--- config.mk ---
export PLATFORM = sky130hd
export DESIGN_NAME = seq_shifter
export DESIGN_NICKNAME = d
export VERILOG_FILES = /design/src/rtl/seq_shifter.sv
export SDC_FILE = /design/constraint.sdc
export NUM_CORES = 1
export LEC_CHECK = 0
export CAP_MARGIN = 20
export CORE_MARGIN = 2
export CORE_UTILIZATION = 42
export DETAILED_ROUTE_END_ITERATION = 12
export PLACE_DENSITY_LB_ADDON = 0.12
export SLEW_MARGIN = 20
export SYNTH_ARGS = -nofsm -noshare
export SYNTH_HDL_FRONTEND = slang
export SYNTH_SLANG_ARGS = --single-unit
export TNS_END_PERCENT = 5
--- constraint.sdc ---
create_clock -name clk -period 1.86 [get_ports clk]
set_input_delay 0.465 -clock clk [delete_from_list [all_inputs] [get_ports clk]]
set_output_delay 0.465 -clock clk [all_outputs]
set_load 0.02 [all_outputs]
--- src/rtl/seq_shifter.sv ---
// Multi-cycle shifter/rotator: one bit per clock under start/busy/done.
// Ops: SLL, SRL, SRA, ROL; carry_out holds the last bit shifted out.
module seq_shifter #(
  parameter int WIDTH = 16,
  parameter int AMT_W = 5
) (
  input  logic             clk,
  input  logic             reset,
  input  logic             start,
  input  logic [1:0]       op,
  input  logic [WIDTH-1:0] data_in,
  input  logic [AMT_W-1:0] amount,
  output logic             busy,
  output logic             done,
  output logic [WIDTH-1:0] result,
  output logic             carry_out
);

  localparam logic [1:0] OP_SLL = 2'b00;
  localparam logic [1:0] OP_SRL = 2'b01;
  localparam logic [1:0] OP_SRA = 2'b10;
  localparam logic [1:0] OP_ROL = 2'b11;

  typedef enum logic [1:0] {
    IDLE,
    SHIFT,
    DONE
  } state_t;

  state_t           state;
  state_t           state_nx;
  logic [1:0]       op_q;
  logic [AMT_W-1:0] count;
  logic [WIDTH-1:0] step_r;
  logic             step_c;
  logic             accept;

  assign accept = (state == IDLE) && start;

  always_comb begin
    step_r = result;
    step_c = 1'b0;
    unique case (op_q)
      OP_SLL: begin
        step_r = {result[WIDTH-2:0], 1'b0};
        step_c = result[WIDTH-1];
      end
      OP_SRL: begin
        step_r = {1'b0, result[WIDTH-1:1]};
        step_c = result[0];
      end
      OP_SRA: begin
        step_r = {result[WIDTH-1], result[WIDTH-1:1]};
        step_c = result[0];
      end
      OP_ROL: begin
        step_r = {result[WIDTH-2:0], result[WIDTH-1]};
        step_c = result[WIDTH-1];
      end
      default: ;
    endcase
  end

  always_comb begin
    state_nx = state;
    unique case (state)
      IDLE: begin
        if (start)
          state_nx = (amount == '0) ? DONE : SHIFT;
      end
      SHIFT: begin
        if (count == AMT_W'(1))
          state_nx = DONE;
      end
      DONE:    state_nx = IDLE;
      default: state_nx = IDLE;
    endcase
  end

  always_ff @(posedge clk or posedge reset) begin
    if (reset) begin
      state     <= IDLE;
      op_q      <= OP_SLL;
      count     <= '0;
      result    <= '0;
      carry_out <= 1'b0;
    end else begin
      state <= state_nx;
      if (accept) begin
        result    <= data_in;
        op_q      <= op;
        count     <= amount;
        carry_out <= 1'b0;
      end else if (state == SHIFT) begin
        result    <= step_r;
        carry_out <= step_c;
        count     <= count - AMT_W'(1);
      end
    end
  end

  assign busy = (state != IDLE);
  assign done = (state == DONE);

endmodule

## After elaboration in Yosys (flattened, before gate mapping)

Cells that the tools add are included.

- Flip-flop bits (word level): 26
- Bits in latches: 0
- Memory bits (writable): 0
- Memory bits (read-only): 0
- Input port bits: 26
- Output and inout port bits: 19
- Logic and storage cells: 38
- Memories: 0

- $add $sub $neg: 1
- Multiply operators: 0
- Div/mod/pow operators: 0
- $lt $le $gt $ge: 0
- Equal/unequal tests: 9
- Shift-type cells: 0
- Multiplexer cells: 12
- Bitwise gates (word level): 0
- Reduce and logical (&&, ||, !) cells: 10

Operators by type and width:

| kind | number |
|---|---|
| 16-bit case mux with 4 select lines | 1 |
| 16-bit two-way mux | 2 |
| 5-bit two-way mux | 2 |
| 2-bit == test (second input constant) | 3 |
| 2-bit two-way mux | 3 |
| 2-bit != test (second input constant) | 3 |
| 5-bit by 1-bit == test with 1-bit output (second input constant) | 1 |
| 5-bit zero test | 1 |
| 5-bit by 1-bit subtractor with 5-bit output (second input constant) | 1 |
| 2-bit by 1-bit == test with 1-bit output (second input constant) | 2 |
| 2-bit zero test | 2 |
| 2-bit case mux with 2 select lines | 1 |
| 2-bit AND reduction | 2 |
| 2-bit nonzero test | 2 |
| 2-bit OR reduction | 2 |
| 1-bit two-way mux | 2 |
| 1-bit case mux with 2 select lines | 1 |
| 1-bit logical AND | 1 |

## Depth between registers and ports, before layout

Gate-level depths: netlist of run 1.

- Word-level depth: 5
- Gate-level depth with buffers: 7

## Worst setup path after synthesis of run 1

No wires, ideal clock.

- Kind: register to register
- Start: register op_q[0]
- End: register result[13]
- Setup time: 0.135 ns
- Arrival: 1.491 ns
- Path slack: 0.233 ns
- Cell stages (with the launch flop): 8
- Buffers on the path: 2
- Cells stage by stage: dfrtp_1 > inv_1 > ha_1 > or2_2 > clkbuf_1 > clkbuf_1 > a22oi_1 > o21ai_0

- Longest elaborated chain between the ends: 4
- Elaborated cells on any way between the ends: 7
- Classes of those cells: eq/ne (3); mux (3); reduce/logical (1)

Ends and longest elaborated chain:

| element | RTL line | text |
|---|---|---|
| start, declared | 32 | `logic [1:0] op_q;` |
| start signal, assigned | 91 | `op_q <= op;` |
| 2-bit == test (tied with other cells) | 43 | `unique case (op_q)` |
| 16-bit case mux with 4 select lines * | 43 |  |
| 16-bit two-way mux * | 94 | `end else if (state == SHIFT) begin` |
| 16-bit two-way mux * | 89 | `if (accept) begin` |
| end signal, assigned | 90 | `result <= data_in;` |
| end signal, assigned | 95 | `result <= step_r;` |
| end, declared | 15 | `output logic [WIDTH-1:0] result,` |

Every way passes the cells marked *; elsewhere a longest branch is shown, timed or not. The select of a mux whose other input is x is not followed.
A chain may end at the register's enable or synchronous reset.

## Worst setup path after layout of run 1

- Start: register state[1]
- End: output busy

- Longest elaborated chain between the ends: 1

Ends and longest elaborated chain:

| element | RTL line | text |
|---|---|---|
| start, declared | 30 | `state_t state;` |
| start signal, assigned | 88 | `state <= state_nx;` |
| 2-bit nonzero test | 102 | `assign busy = (state != IDLE);` |
| end, declared | 13 | `output logic busy,` |

Every way passes these cells.

==> results of run 1 <==
## area by class of cell
cell class	count	area, um2
Fill cell	325	1280
Inverter	7	26.3
Tap cell	46	57.6
Multi-Input combinational cell	97	701
Sequential cell	26	651
Clock buffer	4	36.3
Timing Repair Buffer	55	559
## layer usage
metal	vias up	global-route usage [%]	routed length, um
met3	0	3.26	188
met5	-	0	0
met2	40	29.8	1710
li1	631	-	-
met1	643	29.1	1710
met4	0	4.17	0
## sequential cells by signal, indices dropped and copies added (netlist names)
name,cells
result,16
count,5
op_q,2
state,2
carry_out,1
## cells by family (layout without fill, tap and decap cells)
logic type | count (synthesis) | in the layout
adder cells (fa/ha/maj) | 6 | 6
flip-flops | 26 | 26
multiplexers | 4 | 4
AO/OA/AOI/OAI | 63 | 63
buffers and inverters | 17 | 66
AND/OR/NAND/NOR | 24 | 24
## power by group through the flow
stage	registers, mW	logic, mW	clock network, mW
3_3_place_gp	0.992	1.55	0
5_1_grt	1.02	1.71	0.323
2_1_floorplan	1.09	0.897	0
4_1_cts	0.988	1.57	0.296
3_5_place_dp	0.998	1.59	0
6_report	0.989	1.55	0.287
## cell usage after synthesis, types with 2 or more instances
library cell   n  area (um2)
nand2_1        5        18.8
o21ai_0       19        95.1
ha_1           6        75.1
a21oi_1        2        10.0
or2_2          2        12.5
clkbuf_1       5        18.8
a211oi_1       2        15.0
inv_1          7        26.3
nor2_1         3        11.3
a221o_1        5        50.1
nor3_1         2        10.0
o21bai_1       3        22.5
a22oi_1       28         210
nand3_1        2        10.0
dfrtp_1       26         651
nor2b_1        2        12.5
buf_2          4        20.0
mux2i_1        2        20.0
## worst reg2reg max path, stage by stage, from the launching register on
cell and delay (ns):
dfrtp_1 0.43, buf_4 0.17, or3b_4 0.38, mux2_4 0.26, a221o_1 0.29
## placed cells by master (no fill, tap or decap), drive strengths merged
cell | synthesis | layout
a21oi | 2 | 2
dfrtp | 26 | 26
ha | 6 | 6
nand2b | 1 | 1
o21ba | 1 | 1
buf | 5 | 11
mux2 | 2 | 2
or3b | 2 | 2
nand3 | 2 | 2
a221o | 5 | 5
a211oi | 2 | 2
or2 | 2 | 2
clkbuf | 5 | 4
nor3b | 1 | 1
inv | 7 | 7
clkdlybuf4s15 | 0 | 1
nor3 | 2 | 2
dlygate4sd2 | 0 | 5
dlymetal6s2s | 0 | 12
or4 | 1 | 1
o22ai | 1 | 1
mux2i | 2 | 2
o21bai | 3 | 3
a22oi | 28 | 28
o21ai | 20 | 20
and4b | 1 | 1
nor4bb | 1 | 1
nor2 | 3 | 3
nor2b | 2 | 2
nand2 | 5 | 5
or3 | 1 | 1
clkdlybuf4s50 | 0 | 26
a21o | 1 | 1
## path summary, 6_finish.rpt
kind | startpoint | endpoint | slack (ns) | cells past startpoint
worst max-delay path | state[1] | busy | 0.08 | 2
max in group asynchronous | reset | result[8] | 1.12 | 3
worst max register to register | state[1] | count[3] | 0.23 | 4
worst min-delay path | reset | result[5] | 0.49 | 3
min in group clk | carry_out | carry_out | 0.53 | 2
worst min register to register | carry_out | carry_out | 0.53 | 2
## stage by stage
step	instance area [um2]	total power, mW	utilization [%]
after floorplan	1430	1.99	-
after global placement	1970	2.54	59.5
after detailed placement	1970	2.59	59.5
after CTS	2000	2.85	60.4
after global routing	2030	3.05	61.3
final	2030	2.82	61.3
## timing repair
action | CTS | global route
gates cloned | 0 | 0
gates resized for setup | 6 | 13
pin swaps | 0 | 0
hold buffers | 0 | 0
endpoints found under the setup margin | 6 | 13
==> results.md, run 1 <==
- Outcome: finished, final reports clean
- H-Tree Depth: 1
- CP arrival: 1.31 ns
- Setup WS post-layout: 0.0836 ns
- Cts bufs inserted: 3
- Netlist cell types: 33
- Placed Cells: 231
- Main synth FF type: dfrtp_1
- Antenna Cells: 0
- Synth Area in Compound Gates: 30.2%
- TritonCTS clock tree: built
- Crit Path Max Fanout: 3
- Syn. warnings: 0
- Initial core utilization: 43.1%
- Grt ovf: 0
- Die Span Y: 62.3 um
- Setup TNS: 0 ns
- Final period util: 95.5%
- Pin count of the biggest net entering global routing: 27
- Hold WS: 0.487 ns
- DIE AREA: 3880 um2
- Maxcap violations: 0
- CP top delay family: flip-flops
- DP Worst Slack: -0.158 ns
- Lkg Pwr: 1.04 nW
- Xor and xnor area share after synthesis: 0%
- Part of the power in the clock network: 10.2%
- Setup violations, final: 0
- Vias: 1314
- Seq pwr share: 35.0%
- Initial DRC count: 86
- TritonRoute pass-1 iters: 4
- Post-route insts no fill: 235
- Vias in the first global route: 1303
- Clock Latency Late Sink: 0.32 ns
- Port buffer count: 44
- DRC: 0
- Num ports: 45
- Post-Route Skew: 0.00207 ns
- Clock buffer depth: 2
- Clock-pin slew on the worst setup and hold paths: 0.14 ns
- Fin. Hold Viols: 0
- Root Driver: clkbuf_4
- Minimum clock period: 1.78 ns
- First-pass GRT wire length: 6190 um
- Antenna-violating nets left: 0
- Internal Power: 1.60 mW
- Average cell area after synthesis: 10.2 um2
- Antenna violations before repair: 0
- Post-synthesis cell count: 140
- Crit. End Element: output port
- Slew Limit Fails: 0
- Seq cells post-synth: 26
- Critical path, cell by cell: or2_2 > clkdlybuf4s15_1
- Post-DP HPWL: 2570 um
- Worst Max-Slew Pin Slew: 0.387 ns
- Number of flops mapped to enable cells by yosys: 0
- Die width: 62.3 um
- Worst Hold Class: primary input to asynchronous set/reset pin
- Number of cell rows: 21
- Simple-gate share of the synthesized area: 10.3%
- Routed vias/inst: 5.59
- Worst IR Drop VDD: 0.748 mV
- RSZ-0062 raised after global routing: no
- Synthesized cell area: 1430 um2
- Gate power share: 54.8%
- Post-CTS Setup Bufs: 0
- Mux cell area share after synthesis: 3.24%
- Largest family of logic cells by synthesized area: compound AO/OA/AOI/OAI gates
- Adder-Cell Fraction of Synth Area: 5.26%
- Synthesized Nets: 172
- Asr flop ratio synth: 100%
- Net switching power: 1.22 mW
- Slowest stage delay, CP: 0.43 ns
- P&R area growth vs syn: 42.2%
- Total GRT Usage: 19.5%
- PD cells: 1390 nW/um2
- Wire length per cell: 15.4 um
- CP bufs+invs: 1
- Layout cells sized above 1: 11.6%
- Worst Path Required: 1.39 ns
- Gpl congestion: 0.769
- Slowest cell on crit path: dfrtp_1
- Clock Sinks: 26
- CP Launch Type: register
- Final nets: 222
- Slew HR: 74.1%
- Core area: 3310 um2
- Maximum clock rate: 563 MHz
- Routed wire length: 3610 um
- Fraction of power spent switching nets: 43.2%
- Sequential-to-total area share from yosys stat: 45.6%
- Critical path type: register to output port
(Power assumes the default switching activity.)
==> run 2: changes to the inputs <==
CORE_UTILIZATION = 46   (was 42)
==> results.md, run 2 (synthesis results as in run 1) <==
- Outcome: finished, final reports clean (unchanged)
- Gpl congestion: 0.783 (was 0.769)
- DRC: 0 (unchanged)
- Net switching power: 1.23 mW (was 1.22 mW)
- CP Launch Type: register (unchanged)
- Fin. Hold Viols: 0 (unchanged)
- Critical path endpoint: busy (unchanged)
- Largest regs: result x16, count x5 (unchanged)
- First-pass GRT wire length: 5980 um (was 6190 um)
- Die Span Y: 59.7 um (was 62.3 um)
- Antenna Cells: 0 (unchanged)
- Worst Path Required: 1.39 ns (about the same)
- Vias in the first global route: 1270 (was 1303)
- Num ports: 45 (unchanged)
- Largest reg by FF count: result (unchanged)
- Final period util: 97.2% (was 95.5%)
- Part of the power in the clock network: 10.3% (was 10.2%)
- Seq pwr share: 34.9% (was 35.0%)
- Commonest non-fill, non-tap cell in the layout: a22oi_1 (unchanged)
- Design Area, Final: 2010 um2 (was 2030 um2)
- Vias: 1312 (was 1314)
- PD cells: 1410 nW/um2 (was 1390 nW/um2)
- Maximum clock rate: 553 MHz (was 563 MHz)
- Crit. End Element: output port (unchanged)
- Clock-pin slew on the worst setup and hold paths: 0.15 ns (was 0.14 ns)
- Register-to-Register Path Depth: 4 (unchanged)
- DIE AREA: 3570 um2 (was 3880 um2)
- Clock Sinks: 26 (unchanged)
- Initial core utilization: 47.5% (was 43.1%)
- TritonCTS clock tree: built (unchanged)
- Root Driver: clkbuf_4 (unchanged)
- Routed vias/inst: 5.91 (was 5.59)
- Antenna violations before repair: 0 (unchanged)
- Critical path type: register to output port (unchanged)
- Port buffer count: 44 (unchanged)
- RSZ-0062 raised after global routing: no (unchanged)
- Pin count of the biggest net entering global routing: 27 (unchanged)
- Setup violations, final: 0 (unchanged)
- Core area: 3000 um2 (was 3310 um2)
- Wire length per cell: 16.9 um (was 15.4 um)
- Clock Latency Late Sink: 0.32 ns (about the same)
- Final nets: 222 (unchanged)
- Post-DP HPWL: 2670 um (was 2570 um)
- CP arrival: 1.34 ns (was 1.31 ns)
- TritonRoute pass-1 iters: 4 (unchanged)
- Lkg Pwr: 1.04 nW (about the same)
- Fraction of power spent switching nets: 43.4% (was 43.2%)
- DP Area: 1950 um2 (was 1970 um2)
- Crit Path Max Fanout: 3 (unchanged)
- Routed wire length: 3760 um (was 3610 um)
- Post-Route Skew: 0.00828 ns (was 0.00207 ns)
- Total GRT Usage: 22.2% (was 19.5%)
- Hold WS: 0.473 ns (was 0.487 ns)
- Worst Max-Slew Pin Slew: 0.489 ns (was 0.387 ns)
- Antenna-violating nets left: 0 (unchanged)
- Number of cell rows: 20 (was 21)
- Slew Limit Fails: 0 (unchanged)
- Number of fill cells in the layout: 272 (was 325)
- Layout cells sized above 1: 11.6% (unchanged)
- Initial DRC count: 95 (was 86)
- Cts bufs inserted: 3 (unchanged)
- Worst Hold Class: primary input to asynchronous set/reset pin (unchanged)
- Internal Power: 1.61 mW (was 1.60 mW)
- Crit path from: state[1] (unchanged)
- Clock buffer depth: 2 (unchanged)
- Minimum clock period: 1.81 ns (was 1.78 ns)
- Worst IR Drop VDD: 0.776 mV (was 0.748 mV)
- H-Tree Depth: 1 (unchanged)
- Die width: 59.7 um (was 62.3 um)
- Max reg flops: 16 (unchanged)
- Gate power share: 54.8% (about the same)
- Worst r2r src: state[1] (unchanged)
- Grt ovf: 0 (unchanged)
- Slew HR: 67.3% (was 74.1%)
- Reg-to-reg setup timing slack: 0.19 ns (was 0.23 ns)
- P&R area growth vs syn: 41.1% (was 42.2%)
- Crit Reg-Reg Endpoint: count[3] (unchanged)
- Maxcap violations: 0 (unchanged)
- Most frequent cells in the layout: 28 x a22oi_1, 26 x dfrtp_1, 26 x clkdlybuf4s50_1, 19 x o21ai_0, 12 x dlymetal6s2s_1 (unchanged)
run 2: cell counts in the layout (fill, tap and decap cells not counted):
No cell type changed its count.
run 2: per-layer routing:
| metal | track usage [%] | part of all wire [%] |
|---|---|---|
| met5 | 0 | 0 |
| met4 | 6.67 | 1.1 |
| met3 | 3.03 | 4.1 |
| met2 | 35.1 | 46 |
| met1 | 31.6 | 48 |
run 2: how the worst min path moves through the flow:
stage              start  depth (start not counted)        end  slack [ns]
6_report           reset                          3  result[5]        0.47
5_1_grt            reset                          3  result[5]        0.50
4_1_cts            reset                          3  result[5]        0.49
3_5_place_dp   carry_out                          2  carry_out        0.50
3_3_place_gp    count[4]                          1   count[4]        0.51
2_1_floorplan   count[4]                          1   count[4]        0.48
run 2: power groups by stage:
stage	logic, mW	clock network (mW)	registers [mW]
after detailed placement	1.60	0	1.00
after CTS	1.58	0.303	0.989
after global placement	1.54	0	0.991
final	1.56	0.292	0.992
after global routing	1.72	0.329	1.03
after floorplan	0.897	0	1.09
run 2: timing repair:
item,CTS,global route
setup endpoints to repair,6,13
hold endpoints to repair,0,0
resized for setup,6,13
buffers inserted,0,0
hold buffers,0,0
cloned,0,0
run 2: final cells by class:
class | count | area, um2 | area share, %
clock buffer | 4 | 36.3 | 1.80
inverter | 7 | 26.3 | 1.30
multi-input combinational | 97 | 701 | 34.8
sequential | 26 | 651 | 32.3
tap | 33 | 41.3 | 2.05
timing repair buffer | 55 | 559 | 27.8
run 2: through the flow:
stage               instances  power [mW]  utilization (%)  TNS (ns)  worst slack (ns)
CTS                       222        2.87             66.0         0           0.00168
floorplan                 140        1.99                -         0             0.233
global route              222        3.07             67.1         0           0.00350
global placement          218        2.54             65.1    -0.309            -0.115
finish                    222        2.84             67.1         0            0.0524
detailed placement        218        2.60             65.1    -0.974            -0.149
run 2: critical path: stages, from the launching register on:
cell             delay [ns]
dfrtp_1                0.45
or2_2                  0.29
clkdlybuf4s15_1        0.29
